$ cat src/rtl/bg_pkg.sv
// Shared definitions for the background-mean collector: FSM encoding,
// pixel channel width and the 8-bit saturation helper.
package bg_pkg;

  typedef enum logic [4:0] {
    ST_IDLE = 5'b00001,
    ST_WAIT = 5'b00010,
    ST_ACC  = 5'b00100,
    ST_DIV  = 5'b01000,
    ST_DONE = 5'b10000
  } state_t;

  localparam int PIX_W    = 8;
  localparam int SAT_IN_W = 64;

  function automatic logic [PIX_W-1:0] sat8(input logic [SAT_IN_W-1:0] v);
    if (v > SAT_IN_W'(255)) begin
      return 8'hFF;
    end else begin
      return v[PIX_W-1:0];
    end
  endfunction

endpackage

$ cat src/rtl/bg_div_restoring.sv
// Restoring divider by a constant: one quotient bit per cycle, MSB first.
// The first bit is resolved on the Load edge so ACC_W bits take ACC_W edges.
module bg_div_restoring #(
  parameter int ACC_W   = 19,
  parameter int DIVISOR = 16
) (
  input  logic             Clk,
  input  logic             Reset,
  input  logic             Load,
  input  logic [ACC_W-1:0] dividend,
  output logic [ACC_W-1:0] quotient,
  output logic             Done
);

  localparam logic [ACC_W:0] DIV_C = (ACC_W+1)'(DIVISOR);
  localparam int             CNT_W = $clog2(ACC_W + 1);

  logic [ACC_W-1:0] r_rem;
  logic [ACC_W-1:0] r_dvd;
  logic [ACC_W-1:0] r_quo;
  logic [CNT_W-1:0] r_cnt;
  logic             r_done;

  logic [ACC_W-1:0] w_rem_src;
  logic             w_bit_src;
  logic [ACC_W:0]   w_trial;
  logic             w_ge;
  logic [ACC_W-1:0] w_rem_next;

  // Trial subtraction for the current bit, sourced from the dividend on Load
  always_comb begin
    w_rem_src = r_rem;
    w_bit_src = r_dvd[ACC_W-1];
    if (Load) begin
      w_rem_src = {ACC_W{1'b0}};
      w_bit_src = dividend[ACC_W-1];
    end else begin
      w_rem_src = r_rem;
      w_bit_src = r_dvd[ACC_W-1];
    end
    w_trial = {w_rem_src, w_bit_src};
    w_ge    = (w_trial >= DIV_C);
    if (w_ge) begin
      w_rem_next = ACC_W'(w_trial - DIV_C);
    end else begin
      w_rem_next = ACC_W'(w_trial);
    end
  end

  // Iteration registers; Done pulses once the last quotient bit is in place
  always_ff @(posedge Clk or posedge Reset) begin
    if (Reset) begin
      r_rem  <= {ACC_W{1'b0}};
      r_dvd  <= {ACC_W{1'b0}};
      r_quo  <= {ACC_W{1'b0}};
      r_cnt  <= {CNT_W{1'b0}};
      r_done <= 1'b0;
    end else if (Load) begin
      r_rem  <= w_rem_next;
      r_dvd  <= dividend << 1;
      r_quo  <= {{(ACC_W-1){1'b0}}, w_ge};
      r_cnt  <= CNT_W'(ACC_W - 1);
      r_done <= (ACC_W == 1);
    end else if (r_cnt != {CNT_W{1'b0}}) begin
      r_rem  <= w_rem_next;
      r_dvd  <= r_dvd << 1;
      r_quo  <= {r_quo[ACC_W-2:0], w_ge};
      r_cnt  <= r_cnt - CNT_W'(1);
      r_done <= (r_cnt == CNT_W'(1));
    end else begin
      r_done <= 1'b0;
    end
  end

  assign quotient = r_quo;
  assign Done     = r_done;

endmodule

$ cat src/rtl/bg_mean_calc.sv
// Collects per-PE channel sums after the summing pass, divides by the pixel
// count and presents the saturated 8-bit means as the array's expected colour.
module bg_mean_calc
  import bg_pkg::*;
#(
  parameter int NUM_PE     = 4,
  parameter int PIX_PER_PE = 4,
  parameter int SUM_W      = 16
) (
  input  logic                    Clk,
  input  logic                    Reset,
  input  logic                    Start,
  input  logic [NUM_PE-1:0]       Sum_Done,
  input  logic [NUM_PE*SUM_W-1:0] red_sum_all,
  input  logic [NUM_PE*SUM_W-1:0] green_sum_all,
  input  logic [NUM_PE*SUM_W-1:0] blue_sum_all,
  output logic                    Ack,
  output logic [PIX_W-1:0]        red_exp,
  output logic [PIX_W-1:0]        green_exp,
  output logic [PIX_W-1:0]        blue_exp,
  output logic                    Exp_Valid,
  output logic                    Busy
);

  localparam int ACC_W   = SUM_W + $clog2(NUM_PE) + 1;
  localparam int IDX_W   = (NUM_PE > 1) ? $clog2(NUM_PE) : 1;
  localparam int DIVISOR = NUM_PE * PIX_PER_PE;

  state_t           r_state;
  logic [IDX_W-1:0] r_idx;
  logic [ACC_W-1:0] r_red_acc, r_grn_acc, r_blu_acc;
  logic             r_ack, r_exp_valid, r_busy;
  logic [PIX_W-1:0] r_red_exp, r_grn_exp, r_blu_exp;

  logic [SUM_W-1:0] w_red_pe, w_grn_pe, w_blu_pe;
  logic [ACC_W-1:0] w_red_sum, w_grn_sum, w_blu_sum;
  logic [ACC_W-1:0] w_red_quo, w_grn_quo, w_blu_quo;
  logic             w_red_done, w_grn_done, w_blu_done;
  logic             w_last, w_load, w_div_done;

  assign w_red_pe  = red_sum_all[r_idx*SUM_W +: SUM_W];
  assign w_grn_pe  = green_sum_all[r_idx*SUM_W +: SUM_W];
  assign w_blu_pe  = blue_sum_all[r_idx*SUM_W +: SUM_W];
  assign w_red_sum = r_red_acc + {{(ACC_W-SUM_W){1'b0}}, w_red_pe};
  assign w_grn_sum = r_grn_acc + {{(ACC_W-SUM_W){1'b0}}, w_grn_pe};
  assign w_blu_sum = r_blu_acc + {{(ACC_W-SUM_W){1'b0}}, w_blu_pe};

  assign w_last     = (r_idx == IDX_W'(NUM_PE - 1));
  // The dividers load the final sum directly so DIV can start on the Ack edge
  assign w_load     = (r_state == ST_ACC) && w_last;
  assign w_div_done = w_red_done & w_grn_done & w_blu_done;

  bg_div_restoring #(.ACC_W(ACC_W), .DIVISOR(DIVISOR)) u_div_red (
    .Clk(Clk), .Reset(Reset), .Load(w_load), .dividend(w_red_sum),
    .quotient(w_red_quo), .Done(w_red_done)
  );
  bg_div_restoring #(.ACC_W(ACC_W), .DIVISOR(DIVISOR)) u_div_grn (
    .Clk(Clk), .Reset(Reset), .Load(w_load), .dividend(w_grn_sum),
    .quotient(w_grn_quo), .Done(w_grn_done)
  );
  bg_div_restoring #(.ACC_W(ACC_W), .DIVISOR(DIVISOR)) u_div_blu (
    .Clk(Clk), .Reset(Reset), .Load(w_load), .dividend(w_blu_sum),
    .quotient(w_blu_quo), .Done(w_blu_done)
  );

  // Control FSM with registered Ack/Busy/Exp_Valid and result registers
  always_ff @(posedge Clk or posedge Reset) begin
    if (Reset) begin
      r_state     <= ST_IDLE;
      r_idx       <= {IDX_W{1'b0}};
      r_red_acc   <= {ACC_W{1'b0}};
      r_grn_acc   <= {ACC_W{1'b0}};
      r_blu_acc   <= {ACC_W{1'b0}};
      r_ack       <= 1'b0;
      r_exp_valid <= 1'b0;
      r_busy      <= 1'b0;
      r_red_exp   <= {PIX_W{1'b0}};
      r_grn_exp   <= {PIX_W{1'b0}};
      r_blu_exp   <= {PIX_W{1'b0}};
    end else begin
      r_ack <= 1'b0;
      case (r_state)
        ST_IDLE, ST_DONE: begin
          if (Start) begin
            r_state     <= ST_WAIT;
            r_busy      <= 1'b1;
            r_exp_valid <= 1'b0;
            r_idx       <= {IDX_W{1'b0}};
            r_red_acc   <= {ACC_W{1'b0}};
            r_grn_acc   <= {ACC_W{1'b0}};
            r_blu_acc   <= {ACC_W{1'b0}};
          end
        end
        ST_WAIT: begin
          if (&Sum_Done) begin
            r_state <= ST_ACC;
          end
        end
        ST_ACC: begin
          r_red_acc <= w_red_sum;
          r_grn_acc <= w_grn_sum;
          r_blu_acc <= w_blu_sum;
          if (w_last) begin
            r_state <= ST_DIV;
            r_ack   <= 1'b1;
          end else begin
            r_idx <= r_idx + IDX_W'(1);
          end
        end
        ST_DIV: begin
          if (w_div_done) begin
            r_red_exp   <= sat8(SAT_IN_W'(w_red_quo));
            r_grn_exp   <= sat8(SAT_IN_W'(w_grn_quo));
            r_blu_exp   <= sat8(SAT_IN_W'(w_blu_quo));
            r_state     <= ST_DONE;
            r_exp_valid <= 1'b1;
            r_busy      <= 1'b0;
          end
        end
        default: begin
          r_state     <= ST_IDLE;
          r_busy      <= 1'b0;
          r_exp_valid <= 1'b0;
        end
      endcase
    end
  end

  assign Ack       = r_ack;
  assign Exp_Valid = r_exp_valid;
  assign Busy      = r_busy;
  assign red_exp   = r_red_exp;
  assign green_exp = r_grn_exp;
  assign blue_exp  = r_blu_exp;

endmodule

$ cat config.mk
export PLATFORM = sky130hd
export DESIGN_NAME = bg_mean_calc
export DESIGN_NICKNAME = d
export VERILOG_FILES = /design/src/rtl/bg_pkg.sv /design/src/rtl/bg_div_restoring.sv /design/src/rtl/bg_mean_calc.sv
export SDC_FILE = /design/constraint.sdc
export NUM_CORES = 1
export LEC_CHECK = 0
export ABC_AREA = 1
export ABC_CLOCK_PERIOD_IN_PS = 12900
export CORE_MARGIN = 1
export CORE_UTILIZATION = 40
export CTS_CLUSTER_DIAMETER = 60
export CTS_CLUSTER_SIZE = 28
export DETAILED_ROUTE_END_ITERATION = 7
export SYNTH_ARGS = -nofsm -noshare
export SYNTH_HDL_FRONTEND = slang
export SYNTH_SLANG_ARGS = --single-unit
$ cat constraint.sdc
create_clock -name Clk -period 12.9 [get_ports Clk]
set_input_delay 3.87 -clock Clk [delete_from_list [all_inputs] [get_ports Clk]]
set_output_delay 3.87 -clock Clk [all_outputs]
set_load 0.02 [all_outputs]
# --- After elaboration in Yosys (flattened, before gate mapping) ---
# Cells that the tools add are included.
# W data, S select, Z words.
classes:
  addsub: 10
  order_cmp: 6
  n_eq_ne: 14
  shift: 3
  mux: 62
  n_bitwise: 3
  n_reduce_logical: 16
op_table:
  columns: ["cell", "count"]
  rows:
  - ["$mux W19", 25]
  - ["$shiftx A64 B7 Y16", 3]
  - ["$pmux W19 S2", 3]
  - ["$ge A20 B5 Y1 const B", 3]
  - ["$add A19 B16 Y19", 3]
  - ["$gt A19 B8 Y1 const B", 3]
  - ["$sub A19 B5 Y19 const B", 3]
  - ["$mux W5", 10]
  - ["$mux W8", 3]
  - ["$eq A5 B1 Y1 const B", 4]
  - ["$pmux W5 S4", 1]
  - ["$mux W1", 15]
  - ["$reduce_bool A5 Y1", 3]
  - ["$sub A5 B1 Y5 const B", 3]
  - ["$ne A2 B2 Y1 const B", 5]
  - ["$reduce_and A4 Y1", 2]
  - ["$reduce_bool A2 Y1", 4]
  - ["$pmux W1 S3", 2]
  - ["$reduce_and A3 Y1", 2]
  - ["$eq A5 B2 Y1 const B", 1]
  - ["$eq A5 B3 Y1 const B", 1]
  - ["$eq A5 B4 Y1 const B", 1]
  - ["$eq A5 B5 Y1 const B", 1]
  - ["$mux W2", 2]
  - ["8 further kinds", 11]
totals:
  regBits: 280
  in_bits: 199
  output_inout_bits: 27
  word_cells: 140

# --- Depth between registers and ports, before layout ---
depth:
  ltp_word: 7
  ltp_mapped: 22
  mapped_depth_nobuf: 19

# --- Modules after synthesis ---
# From an unflattened synthesis, not the netlist that was laid out.
hier_totals:
  hier_cells: 2474
  hier_area_um2: 17379.2
by_module_without_submodules:
  columns: ["mod", "instances", "cells_each", "area_per_inst_um2", "seq_area_each_um2"]
  rows:
  - ["bg_div_restoring", 3, 405, 3110.5, 1551.5]
  - ["bg_mean_calc", 1, 1259, 8047.7, 2278.4]

# --- Worst setup path after synthesis ---
# OpenSTA, ideal clock, no wires.
synth_timing:
  path_kind: "input-to-reg"
  from: "in blue_sum_all[16]"
  to: "reg u_div_blu.r_rem[10]"
  setup_ns: 0.118
  arrival_time_ns: 5.697
  required_time_ns: 12.782
  setup_slack_ns: 7.085
  cell_stages: 15
  n_path_buf: 1
  cell_sequence: "o21ai_0 o22ai_1 ha_1 fa_1 nand3_1 nand3_1 nand2_1 nand2_1 nand2_1 nand3_1 nand3_1 nand2_2 buf_6 nand3_1 nand2_1"
synth_via:
  elab_chain_len: 7
  word_cells_on_any_way: 8
  classes_between: "add/sub: 2; order compare: 1; shift: 1; mux: 4"
synth_lines:
  columns: ["element", "line", "source"]
  rows:
  - ["start: declaration", "bg_mean_calc.sv:16", "input logic [NUM_PE*SUM_W-1:0] blue_sum_all,"]
  - ["$shiftx A64 B7 Y16 *", "bg_mean_calc.sv:43", "assign w_blu_pe = blue_sum_all[r_idx*SUM_W +: SUM_W];"]
  - ["$add A19 B16 Y19 *", "bg_mean_calc.sv:46", "assign w_blu_sum = r_blu_acc + {{(ACC_W-SUM_W){1'b0}}, w_blu_pe};"]
  - ["$mux W1 *", "bg_div_restoring.sv:34", "if (Load) begin"]
  - ["$sub A19 B5 Y19 or $ge A20 B5 Y1 (tied branches)", "bg_div_restoring.sv:44, bg_div_restoring.sv:42", null]
  - ["$mux W19 *", "bg_div_restoring.sv:43", "if (w_ge) begin"]
  - ["$mux W19", "bg_div_restoring.sv:64", "end else if (r_cnt != {CNT_W{1'b0}}) begin"]
  - ["$mux W19 *", "bg_div_restoring.sv:58", "end else if (Load) begin"]
  - ["end signal: assignment", "bg_div_restoring.sv:53", "r_rem <= {ACC_W{1'b0}};"]
  - ["end signal: assignment", "bg_div_restoring.sv:59", "r_rem <= w_rem_next;"]
  - ["end signal: assignment", "bg_div_restoring.sv:65", "r_rem <= w_rem_next;"]
  - ["end: declaration", "bg_div_restoring.sv:18", "logic [ACC_W-1:0] r_rem;"]
# Every way passes the cells marked *; elsewhere a longest branch is shown, timed or not. The select of a mux whose other input is x is not followed.
# A chain may end at the register's enable or synchronous reset.

# --- Worst setup path after layout ---
layout_timing:
  from: "in green_sum_all[16]"
  to: "reg u_div_grn.r_rem[5]"
layout_via:
  elab_chain_len: 7
  word_cells_on_any_way: 8
  classes_between: "add/sub: 2; order compare: 1; shift: 1; mux: 4"
layout_lines:
  columns: ["element", "line", "source"]
  rows:
  - ["start: declaration", "bg_mean_calc.sv:15", "input logic [NUM_PE*SUM_W-1:0] green_sum_all,"]
  - ["$shiftx A64 B7 Y16 *", "bg_mean_calc.sv:42", "assign w_grn_pe = green_sum_all[r_idx*SUM_W +: SUM_W];"]
  - ["$add A19 B16 Y19 *", "bg_mean_calc.sv:45", "assign w_grn_sum = r_grn_acc + {{(ACC_W-SUM_W){1'b0}}, w_grn_pe};"]
  - ["$mux W1 *", "bg_div_restoring.sv:34", null]
  - ["$sub A19 B5 Y19 or $ge A20 B5 Y1 (tied branches)", "bg_div_restoring.sv:44, bg_div_restoring.sv:42", null]
  - ["$mux W19 *", "bg_div_restoring.sv:43", null]
  - ["$mux W19", "bg_div_restoring.sv:64", null]
  - ["$mux W19 *", "bg_div_restoring.sv:58", null]
  - ["end signal: assignment", "bg_div_restoring.sv:53", null]
  - ["end signal: assignment", "bg_div_restoring.sv:59", null]
  - ["end signal: assignment", "bg_div_restoring.sv:65", null]
  - ["end: declaration", "bg_div_restoring.sv:18", null]
# Marks and branches as above.

==> flow_summary.toml <==
[clock_network]
h-tree-depth = 1
clockBufferDepth = 3
ctsResizeCount = 0
tritoncts = "built"
clk_pin_slew_ns = 0.08
post_cts_buffers = 0
clkSinkCount = 277
cts_inserted_buffers = 30
worstSkewPairLatency_ns = 0.58
cts_hold_buf = 0
cts_root_buf = "clkbuf_16"

[global_route]
track_usage_pct = 21.1
grt-ovfl-total = 0
grt_pass1_wl_microns = 73500
antenna_found_initial = 0
grt_max_degree = 175
grt_pass1_vias = 14600

[floorplanning]
initial_core_util_pct = 40.8
coreArea_sq_mm = 0.0410
io_pins = 226
fp-row-count = 74
die_w_microns = 207
dieHeight_microns = 207
die-area_sq_mm = 0.0427

[synth]
synthTopCellsByArea = "dfrtp_1 41%, nand2_1 11%, nand3_1 6.6%"
syn_inst = 2191
synth_cell_type_count = 49
synth_nets = 2457
synth.most_common_cell = "nand2_1"
yosysTopAreaCell = "dfrtp_1"
syn_area_per_cell_sq_um = 7.64
postSynth.asyncResetShare_pct = 100
synth_flop_cell = "dfrtp_1"
ys_warn_count = 0
syn-cell-area_sq_mm = 0.0167
ys_seq_elements = 277
synth_seq_area_share_pct = 41.4
synth_top_area_share_pct = 41.3
synth_commonest_cells = "486 x nand2_1, 276 x dfrtp_1, 222 x nand3_1"
synth-edff-count = 0

[timing]
drv_slew = 0
period_share_pct = 49.4
period_minus_slack_ns = 6.37
setup_viol = 0
holdWs_ns = 0.477
worst_pin_slew_ns = 0.977
tns_ns = 0
finalHoldViolations = 0
rsz0062_at_grt = "false"
relSlewSlack_pct = 34.9
fin_skew_ns = 0.0252
timing.fmax_mhz = 157

[worst_setup_path]
crit_family = "simple AND/OR/NAND/NOR gates"
path_depth = 15
endpoint_kind = "flip-flop"
critPathKind = "primary input to flip-flop"
critical-path-slowest-cell = "fa_1"
max_stage_delay_ns = 0.45
cp-start-kind = "primary input"
cp_num_buf_inv = 1
reg2regPathDepth = 17
regToRegSetupSlack_ns = 7.98
worst-endpoint-required_ns = 13.35
critPathArrivalTime_ns = 6.82
path_cells = "clkdlybuf4s50_1 -> o21ai_0 -> o22ai_1 -> ha_1 -> fa_1 -> nand3_1 -> nand3_1 -> nand2_1 -> nand3_1 -> nand3_1 -> nand3_2 -> nand2_4 -> nand2_1 -> nand3_1 -> nand2_1"
critical_path.max_fanout = 16
critPathMostFrequentCell = "nand3_1"

[place]
dp_cells = 2859
place_hpwl_microns = 31400
placedInstanceArea_sq_mm = 0.0193
io_buffers = 225
gp_congestion = 0.885

[layout]
multi_input_area_sq_mm = 0.00851
synthToLayoutAreaGrowth_pct = 22.3
nets = 2625
final_cells = 2914
drive_gt1_share_pct = 5.63
antenna_cells = 0
fillers = 3946
final_area_sq_mm = 0.0205
final_util_pct = 49.9
seq_area_sq_mm = 0.00693

[worst_hold_path]
hold-path-cell-count = 2
hp-class = "flip-flop to flip-flop"

[outcome]
status = "finished, violations left"
violations = "design-rule violations"

[drt]
antenna_left = 0
drt-pass1-iter-count = 7
vias = 15300
finalWirelength_microns = 45300
remaining_drc_errors = 30
routedWlPerCell_microns = 15.5
vias_per_cell = 5.24
drt-initial-drc-count = 1110

[power]
power_leakage_nw = 9.96
ir_drop_uv = 110
power_density_mw_per_mm2 = 197

[run]
drv_cap = 0
==> metrics by stage <==
stage | total power, mW | worst slack [ns]
after floorplan | 2.61 | 1.39
after global placement | 3.03 | 6.00
after detailed placement | 3.07 | 5.99
after CTS | 4.06 | 6.58
after global routing | 4.39 | 6.39
final | 4.03 | 6.53
==> placed cells by master, fill, tap and decap left out, types with 44 or more instances in the layout <==
cell type / n
o22ai_1: 54
o21ai_0: 187
xor2_1: 44
ha_1: 64
nand2_1: 486
nor2_1: 201
nand3_1: 222
clkdlybuf4s50_1: 225
inv_1: 202
a21oi_1: 71
dfrtp_1: 275
==> kinds of logic after synthesis <==
family                   Yosys count  synth area share [%]
buffers and inverters            323                  7.75
XOR/XNOR                          64                  3.35
AND/OR/NAND/NOR                  991                  25.5
flip-flops                       277                  41.4
AO/OA/AOI/OAI                    469                  16.8
adder cells (fa/ha/maj)           67                  5.14
==> sequential cells by signal, indices dropped and copies added (netlist names), 18 cells and up <==
register            count
u_div_grn.r_dvd        18
u_div_red.quotient     19
r_red_acc              19
u_div_red.r_dvd        18
u_div_blu.r_dvd        18
r_blu_acc              19
u_div_blu.quotient     19
u_div_grn.quotient     19
u_div_red.r_rem        19
u_div_grn.r_rem        19
r_grn_acc              19
u_div_blu.r_rem        19
==> per-layer routing <==
metal	GRT usage, %	up-vias	part of all wire, %
li1	-	7683	-
met1	29.0	7193	47
met2	34.6	322	45
met3	2.89	58	5.7
met4	5.93	0	2.2
met5	0	-	0
==> power by group <==
part           internal [mW]  switching [mW]  total, mW
Sequential              1.11           0.174       1.28
Combinational          0.670            1.11       1.78
Clock                  0.558           0.409      0.966
==> worst register-to-register path, delay by kind of cell, from the launching register on <==
family,cells,cell delay (ns)
AOI/OAI and AO/OA,2,0.69
DFF,1,0.52
buffers and inverters,3,1.65
and+or+nand+nor,10,1.23
adders and majority gates,2,0.73
==> path summary, 6_finish.rpt <==
path	startpoint	endpoint
max	green_sum_all[16]	u_div_grn.r_rem[5]$_DFFE_PP0P_
min	u_div_red.quotient[5]$_DFFE_PP0P_	u_div_red.quotient[6]$_DFFE_PP0P_
max reg2reg	r_idx[0]$_DFFE_PP0P_	u_div_grn.r_rem[5]$_DFFE_PP0P_
min reg2reg	u_div_red.quotient[5]$_DFFE_PP0P_	u_div_red.quotient[6]$_DFFE_PP0P_
max in group asynchronous	Reset	r_idx[0]$_DFFE_PP0P_
min in group asynchronous	Reset	u_div_blu.r_rem[9]$_DFFE_PP0P_
==> final cells by class <==
cell class | instances | area share (%)
Multi-Input combinational cell | 1591 | 41.6
Sequential cell | 277 | 33.9
Timing Repair Buffer | 245 | 11.8
Inverter | 214 | 3.96
Clock buffer | 32 | 3.81
Tap cell | 532 | 3.25
Clock inverter | 23 | 1.69
Note: power is estimated with default switching activity, not from simulation.
